## src/rtl/spectrum_line_feeder_pkg.sv

```systemverilog
// Shared sizes, write-FSM encoding, RAM write payload and the magnitude clamp
// for the spectrum line feeder.
package spectrum_line_feeder_pkg;

    localparam int unsigned NUM_LINES  = 64;
    localparam int unsigned ADDR_W     = 6;
    localparam int unsigned WA_W       = ADDR_W + 1;
    localparam int unsigned LINE_W     = 7;
    localparam int unsigned H_LCD_DISP = 480;
    localparam int unsigned MAG_W      = 16;
    localparam int unsigned LEN_W      = 11;

    typedef enum logic [0:0] {
        W_FILL = 1'b0,
        W_PEND = 1'b1
    } wr_state_e;

    // One RAM write: {bank, line} address plus the clamped bar length
    typedef struct packed {
        logic [WA_W-1:0]  addr;
        logic [LEN_W-1:0] data;
    } ram_wr_t;

    function automatic logic [LEN_W-1:0] clamp_len(input logic [MAG_W-1:0] v);
        if (v > MAG_W'(H_LCD_DISP - 1)) begin
            return LEN_W'(H_LCD_DISP - 1);
        end
        return v[LEN_W-1:0];
    endfunction

endpackage

```

## src/rtl/spectrum_line_feeder_dpram.sv

```systemverilog
// Two-bank simple dual-port RAM holding bar lengths; synchronous read whose
// output register can be forced to zero while no frame has been displayed yet.
module spectrum_line_feeder_dpram
    import spectrum_line_feeder_pkg::*;
(
    input  logic             i_clk,
    input  logic             i_rst,
    input  logic             i_wr_en,
    input  ram_wr_t          i_wr,
    input  logic             i_rd_en,
    input  logic             i_rd_clr,
    input  logic [WA_W-1:0]  i_rd_addr,
    output logic [LEN_W-1:0] o_rd_data
);

    logic [LEN_W-1:0] r_mem [2*NUM_LINES];

    always_ff @(posedge i_clk) begin
        if (i_wr_en) begin
            r_mem[i_wr.addr] <= i_wr.data;
        end
    end

    // Read register holds its value between read strobes
    always_ff @(posedge i_clk or posedge i_rst) begin
        if (i_rst) begin
            o_rd_data <= '0;
        end else if (i_rd_en) begin
            o_rd_data <= i_rd_clr ? '0 : r_mem[i_rd_addr];
        end
    end

endmodule

```

## src/rtl/spectrum_line_feeder.sv

```systemverilog
// Double-buffered bar-length store between the FFT magnitude stream and the LCD
// spectrum display; banks swap only when the display wraps its last line.
module spectrum_line_feeder
    import spectrum_line_feeder_pkg::*;
#(
    parameter int unsigned MAG_SHIFT = 0
) (
    input  logic              lcd_clk,
    input  logic              sys_rst,
    input  logic              mag_valid,
    input  logic [MAG_W-1:0]  mag_data,
    input  logic              mag_last,
    input  logic              data_req,
    input  logic              wr_over,
    output logic [LINE_W-1:0] line_cnt,
    output logic [MAG_W-1:0]  line_length,
    output logic              frame_drop
);

    wr_state_e        r_state;
    wr_state_e        w_state_nxt;
    logic [WA_W-1:0]  r_wr_addr;
    logic [WA_W-1:0]  w_wr_addr_nxt;
    logic             w_drop_nxt;
    logic             r_front;
    logic             r_front_valid;
    logic             w_last_line;
    logic             w_swap;
    logic             w_wr_en;
    logic [MAG_W-1:0] w_shifted;
    ram_wr_t          w_wr;
    logic [WA_W-1:0]  w_rd_addr;
    logic [LEN_W-1:0] w_rd_data;

    assign w_last_line = (line_cnt == LINE_W'(NUM_LINES - 1));
    assign w_swap      = wr_over && w_last_line && (r_state == W_PEND);
    assign w_shifted   = mag_data >> MAG_SHIFT;
    assign w_wr_en     = mag_valid && (r_state == W_FILL) && (r_wr_addr < WA_W'(NUM_LINES));

    // Writes always target the back bank, using the pre-swap bank select
    assign w_wr.addr   = {~r_front, r_wr_addr[ADDR_W-1:0]};
    assign w_wr.data   = clamp_len(w_shifted);
    assign w_rd_addr   = {r_front, line_cnt[ADDR_W-1:0]};

    always_ff @(posedge lcd_clk or posedge sys_rst) begin
        if (sys_rst) begin
            r_state    <= W_FILL;
            r_wr_addr  <= '0;
            frame_drop <= 1'b0;
        end else begin
            r_state    <= w_state_nxt;
            r_wr_addr  <= w_wr_addr_nxt;
            frame_drop <= w_drop_nxt;
        end
    end

    always_comb begin
        w_state_nxt   = r_state;
        w_wr_addr_nxt = r_wr_addr;
        w_drop_nxt    = 1'b0;
        case (r_state)
            W_FILL: begin
                if (mag_valid) begin
                    if (w_wr_en) begin
                        w_wr_addr_nxt = r_wr_addr + WA_W'(1);
                    end
                    if (mag_last) begin
                        w_state_nxt   = W_PEND;
                        w_wr_addr_nxt = '0;
                    end
                end
            end
            W_PEND: begin
                w_drop_nxt = mag_valid && mag_last;
                if (w_swap) begin
                    w_state_nxt = W_FILL;
                end
            end
            default: begin
                w_state_nxt = W_FILL;
            end
        endcase
    end

    // Display line counter and front-bank select
    always_ff @(posedge lcd_clk or posedge sys_rst) begin
        if (sys_rst) begin
            line_cnt      <= '0;
            r_front       <= 1'b0;
            r_front_valid <= 1'b0;
        end else begin
            if (wr_over) begin
                line_cnt <= w_last_line ? '0 : line_cnt + LINE_W'(1);
            end
            if (w_swap) begin
                r_front       <= ~r_front;
                r_front_valid <= 1'b1;
            end
        end
    end

    spectrum_line_feeder_dpram u_dpram (
        .i_clk     (lcd_clk),
        .i_rst     (sys_rst),
        .i_wr_en   (w_wr_en),
        .i_wr      (w_wr),
        .i_rd_en   (data_req),
        .i_rd_clr  (~r_front_valid),
        .i_rd_addr (w_rd_addr),
        .o_rd_data (w_rd_data)
    );

    assign line_length = MAG_W'(w_rd_data);

endmodule

```

## config.mk

```make
export PLATFORM = sky130hd
export DESIGN_NAME = spectrum_line_feeder
export DESIGN_NICKNAME = d
export VERILOG_FILES = /design/src/rtl/spectrum_line_feeder_pkg.sv /design/src/rtl/spectrum_line_feeder_dpram.sv /design/src/rtl/spectrum_line_feeder.sv
export SDC_FILE = /design/constraint.sdc
export NUM_CORES = 1
export LEC_CHECK = 0
export CAP_MARGIN = 20
export CORE_MARGIN = 10
export CORE_UTILIZATION = 45
export CTS_CLUSTER_DIAMETER = 50
export CTS_CLUSTER_SIZE = 25
export DETAILED_ROUTE_END_ITERATION = 6
export PLACE_DENSITY = 0.7
export SYNTH_ARGS = -nofsm -noshare
export SYNTH_HDL_FRONTEND = slang
export SYNTH_SLANG_ARGS = --single-unit
```

## constraint.sdc

```tcl
create_clock -name lcd_clk -period 6.9 [get_ports lcd_clk]
set_input_delay 1.38 -clock lcd_clk [delete_from_list [all_inputs] [get_ports lcd_clk]]
set_output_delay 1.38 -clock lcd_clk [all_outputs]
set_load 0.005 [all_outputs]
```

### After elaboration in Yosys (flattened, before gate mapping)

Memory sizes are Yosys's and may differ from the RTL's.
Index checks and enable logic that the tools add are counted.
Widths: inputs -> output; s select.

| cells by class | value |
|---|---|
| bitwise logic cells | 2 |
| $lt $le $gt $ge | 2 |
| reduce and logical (&&, ||, !) cells | 7 |
| shift operators | 0 |
| div/mod/pow operators | 0 |
| add/sub/neg operators | 2 |
| mux-type cells | 14 |
| equality and inequality tests | 1 |
| multipliers | 0 |

Operators by type and width:

| cell | count |
|---|---|
| $mux 11 | 3 |
| $mux 7 | 3 |
| $gt 16x9->1 const B | 1 |
| $add 7x1->7 const B | 2 |
| $eq 7x6->1 const B | 1 |
| $lt 7x7->1 const B | 1 |
| $mux 1 | 7 |
| $logic_and 1x1->1 | 5 |
| $reduce_and 3->1 | 1 |
| $not 1->1 | 2 |
| $pmux 1 s2 | 1 |
| $reduce_bool 2->1 | 1 |

| storage, ports and cells | value |
|---|---|
| logic and storage cells | 36 |
| register bits after elaboration | 29 |
| ROM bits | 0 |
| input bits | 22 |
| bits in latches | 0 |
| output and inout port bits | 24 |
| memories | 1 |
| RAM bits | 1,408 |

Memories:

| name | words | width | read ports | clocked after Yosys merged registers in | write ports | RTL line | RTL |
|---|---|---|---|---|---|---|---|
| u_dpram.r_mem | 128 | 11 | 1 | 0 | 1 | spectrum_line_feeder_dpram.sv:16 | `logic [LEN_W-1:0] r_mem [2*NUM_LINES];` |

### Logic depth before layout (Yosys ltp)

| logic depth | value |
|---|---|
| depth after elaboration | 5 |
| depth in mapped cells | 10 |
| gate-level depth less buffers | 6 |

### Cells and area by module

A second synthesis with hierarchy kept.

| second synthesis, totals | value |
|---|---|
| cell total of the unflattened synthesis | 3,080 |
| area, all modules | 57,293.7 um^2 |

By module, submodules not included:

| module | area each (um^2) | sequential area each (um^2) | instances | cells each |
|---|---|---|---|---|
| spectrum_line_feeder_dpram | 56,290.2 | 42,555.8 | 1 | 2,981 |
| spectrum_line_feeder | 1,003.5 | 450.4 | 1 | 99 |

### Worst setup path before layout

Ideal clock, no wire load.

| path | value |
|---|---|
| path type | in2reg |
| from | input mag_data[13] |
| to | memory u_dpram.r_mem[0][5] (data pin) |
| setup slack | 1.153 ns |
| arrival time | 4.952 ns |
| library setup time | 0.796 ns |
| stages | 4 |
| buffers on the path | 0 |
| required time | 6.104 ns |
| cells stage by stage | nor4_1 nand2_1 a41o_1 nor2_1 |

RTL lines:

| what | RTL line | RTL |
|---|---|---|
| start: declaration | spectrum_line_feeder.sv:11 | `input logic [MAG_W-1:0] mag_data,` |
| end: declaration | spectrum_line_feeder_dpram.sv:16 |  |

### Final worst setup path

| path | value |
|---|---|
| from | input mag_valid |
| to | memory u_dpram.r_mem[39][6], enable pin |

| between the ends | value |
|---|---|
| cells in the longest elaborated chain, start to end | 4 |

Ends and longest elaborated chain:

| what | RTL line | RTL |
|---|---|---|
| start: declaration | spectrum_line_feeder.sv:10 | `input logic mag_valid,` |
| $logic_and 1x1->1 (2 in series) | spectrum_line_feeder.sv:38 | `assign w_wr_en = mag_valid && (r_state == W_FILL) && (r_wr_addr < WA_W'(NUM_LINES));` |
| $mux 1 | spectrum_line_feeder_dpram.sv:19 | `if (i_wr_en) begin` |
| $mux 1 (implied by the code) | spectrum_line_feeder_dpram.sv:20 | `r_mem[i_wr.addr] <= i_wr.data;` |

Every way passes these cells.

==> metrics.cfg <==
[run]
max_cap_violations=0

[sta]
hold_viol=0
period_minus_slack_ps=4658
slew_viol_final=0
worst_pin_slew_ps=1232
setup_violations=0
finalWorstSetupSlack_ps=2242
finalClockSkew_ps=30.44
slew-limit-headroom_pct=17.12
period_share_pct=67.51
tns_ps=0
worst_hold_slack_ps=524.2
grt_setup_unrepaired=no
max_freq_mhz=214.7

[global_routing]
grt_overflow=0
grt_pass1_vias=26440
antenna_found_initial=2
grt_pass1_wl_um=182400
grt.total_usage_pct=17.81
grt_max_degree=131

[synth]
synth_ff_type=edfxtp_1
ys_warn_count=0
yosysSeqAreaShare_pct=77.18
ys_seq_elements=1437
yosysTopAreaCell=edfxtp_1
synthArstFlopShare_pct=2.018
synth_area_um2=55720
synth_top_area_share_pct=75.88
yosysMostFrequentCell=edfxtp_1
synth.avg_cell_area_um2=21.16
synth_edf_count=1408
syn_inst=2633
synth.area.top_cells=edfxtp_1, mux4_2, mux2i_1
synth.distinct_cells=41
ys_top_cells_by_count=edfxtp_1, mux4_2, mux2i_1

[floorplan]
fp.dieW_um=371.9
core_um2=123300
dieArea_um2=138300
io_pins=46
rows=129
start_util_pct=45.19
fp.dieH_um=371.9

[clock_network]
cts_resized=0
numCtsBuffers=115
cts.sinks=1437
clk_latency_ps=710
cts.htree.levels=3
cts_root_buf=clkbuf_16
hold_buffers=0
cts_max_path_buffers=3
clkSlewWorstSetupHoldPaths_ps=70
cts_setup_buffers=0
cts_tree=built

[final_layout]
n_antenna_cell=0
finalNonFillerCells=4675
final_nets=2961
drive_gt1_share_pct=20.24
areaGrowthSynthToFinish_pct=12.80

[pwr]
p_sw_share_pct=29.59
vdd_drop_max_mv=0.3600
p_sw_w=0.006202
p_seq_share_pct=46.5
intPower_w=0.01476
combPwrFrac_pct=20.5
clock_power_share_pct=33.0
power_leakage_nw=22.24
p_per_area_nw_per_um2=333.4

[setup_path]
critPathKind=in -> reg
worstPathArrival_ps=4980
crit_path_start=mag_valid
crit_fanout=13
required_ps=7220
r2r-start=line_cnt[2]
endpoint_kind=register
critPathLaunchType=primary input

[routing]
routed_wl_um=123200
drc_errors=0
via_per_inst=5.681
ant_nets=0
wl_per_cell_um=26.35
drtIter0Drc=3340
dr.pass1.iters=5
route.vias.total=26560

[hold_path]
min_from=r_wr_addr[6]
hold_path_class=reg -> reg

[placement]
hpwl_um=75580
dp_cells=4453
place.gp.congestion=0.8648
port_buffers=40
dp_slack_ps=1562

[run_status]
status=finished clean

## per-stage QoR
stage | utilization [%] | power [W] | cell area, um2
floorplan | - | 0.01305 | 56700
global route | 50.97 | 0.02167 | 62860
CTS | 50.95 | 0.02106 | 62830
finish | 50.97 | 0.02096 | 62860
global placement | 47.66 | 0.01420 | 58770
detailed placement | 47.66 | 0.01422 | 58770
## area by class of cell
cell class / instances / area, um2
fill: 9674 / 60460
sequential: 1437 / 43020
multi-input combinational: 1293 / 12920
clock buffer: 118 / 2910
tap: 1637 / 2048
clock inverter: 100 / 1150
timing repair buffer: 84 / 780.7
inverter: 6 / 22.52
## registers in the layout (all words and copies together), names as in the netlist
name,flops
r_front_valid,1
u_dpram.r_mem,1408
frame_drop,1
r_front,1
r_state,1
u_dpram.o_rd_data,11
line_cnt,7
r_wr_addr,7
## power groups by stage
stage	Sequential (W)	Combinational [W]	Clock [W]
2_1_floorplan	0.00970	0.00335	0
3_3_place_gp	0.00995	0.00425	0
3_5_place_dp	0.00995	0.00428	0
4_1_cts	0.00975	0.00429	0.00702
5_1_grt	0.00976	0.00453	0.00738
6_report	0.00975	0.00429	0.00692
## layer usage
metal  vias to the layer above  GRT usage, %  part of all wire [%]
li1                      11350             -                     -
met3                       164         3.416                   9.2
met5                         -             0                     0
met1                     13770         26.63                    43
met4                         0         5.057                   2.4
met2                      1282         26.64                    46
## layout by cell type (no fill, tap or decap), drive strengths merged, types with 21 or more instances in the layout
| cell | instances |
|---|---|
| clkinv | 31 |
| nand2 | 50 |
| conb | 261 |
| o22ai | 33 |
| mux2i | 177 |
| nor2b | 21 |
| mux4 | 297 |
| buf | 44 |
| o221ai | 44 |
| inv | 65 |
| clkdlybuf4s50 | 40 |
| edfxtp | 1408 |
| dfrtp | 29 |
| mux2 | 33 |
| nor2 | 155 |
| nor3 | 25 |
| clkbuf | 118 |
| a21oi | 24 |
| a211oi | 44 |
| a22oi | 22 |
| a221oi | 22 |
## cell families after synthesis
family | after synthesis | share of synthesized area (%)
flip-flops | 1437 | 77.18
AO/OA/AOI/OAI | 207 | 2.872
buffers and inverters | 163 | 1.451
XOR/XNOR | 9 | 0.1415
adder cells (fa/ha/maj) | 2 | 0.04490
other | 1 | 0.006730
multiplexers | 507 | 15.85
AND/OR/NAND/NOR | 307 | 2.452
## path summary, 6_finish.rpt
check	to	slack (ps)	cells after the start
max in group asynchronous	line_cnt[0]	5470	3
min in group asynchronous	frame_drop	1060	3
setup / recovery	u_dpram.r_mem[39][6]	2240	6
hold reg to reg	r_wr_addr[6]	520	2
hold / removal	r_wr_addr[6]	520	2
setup reg to reg	u_dpram.o_rd_data[10]	2370	7
## critical path, cell delays in order
cell	delay [ps]
clkdlybuf4s50_1	630
nor3b_1	670
and2_1	320
nand3_1	630
buf_4	520
nor2_1	800
(Power assumes the default switching activity.)
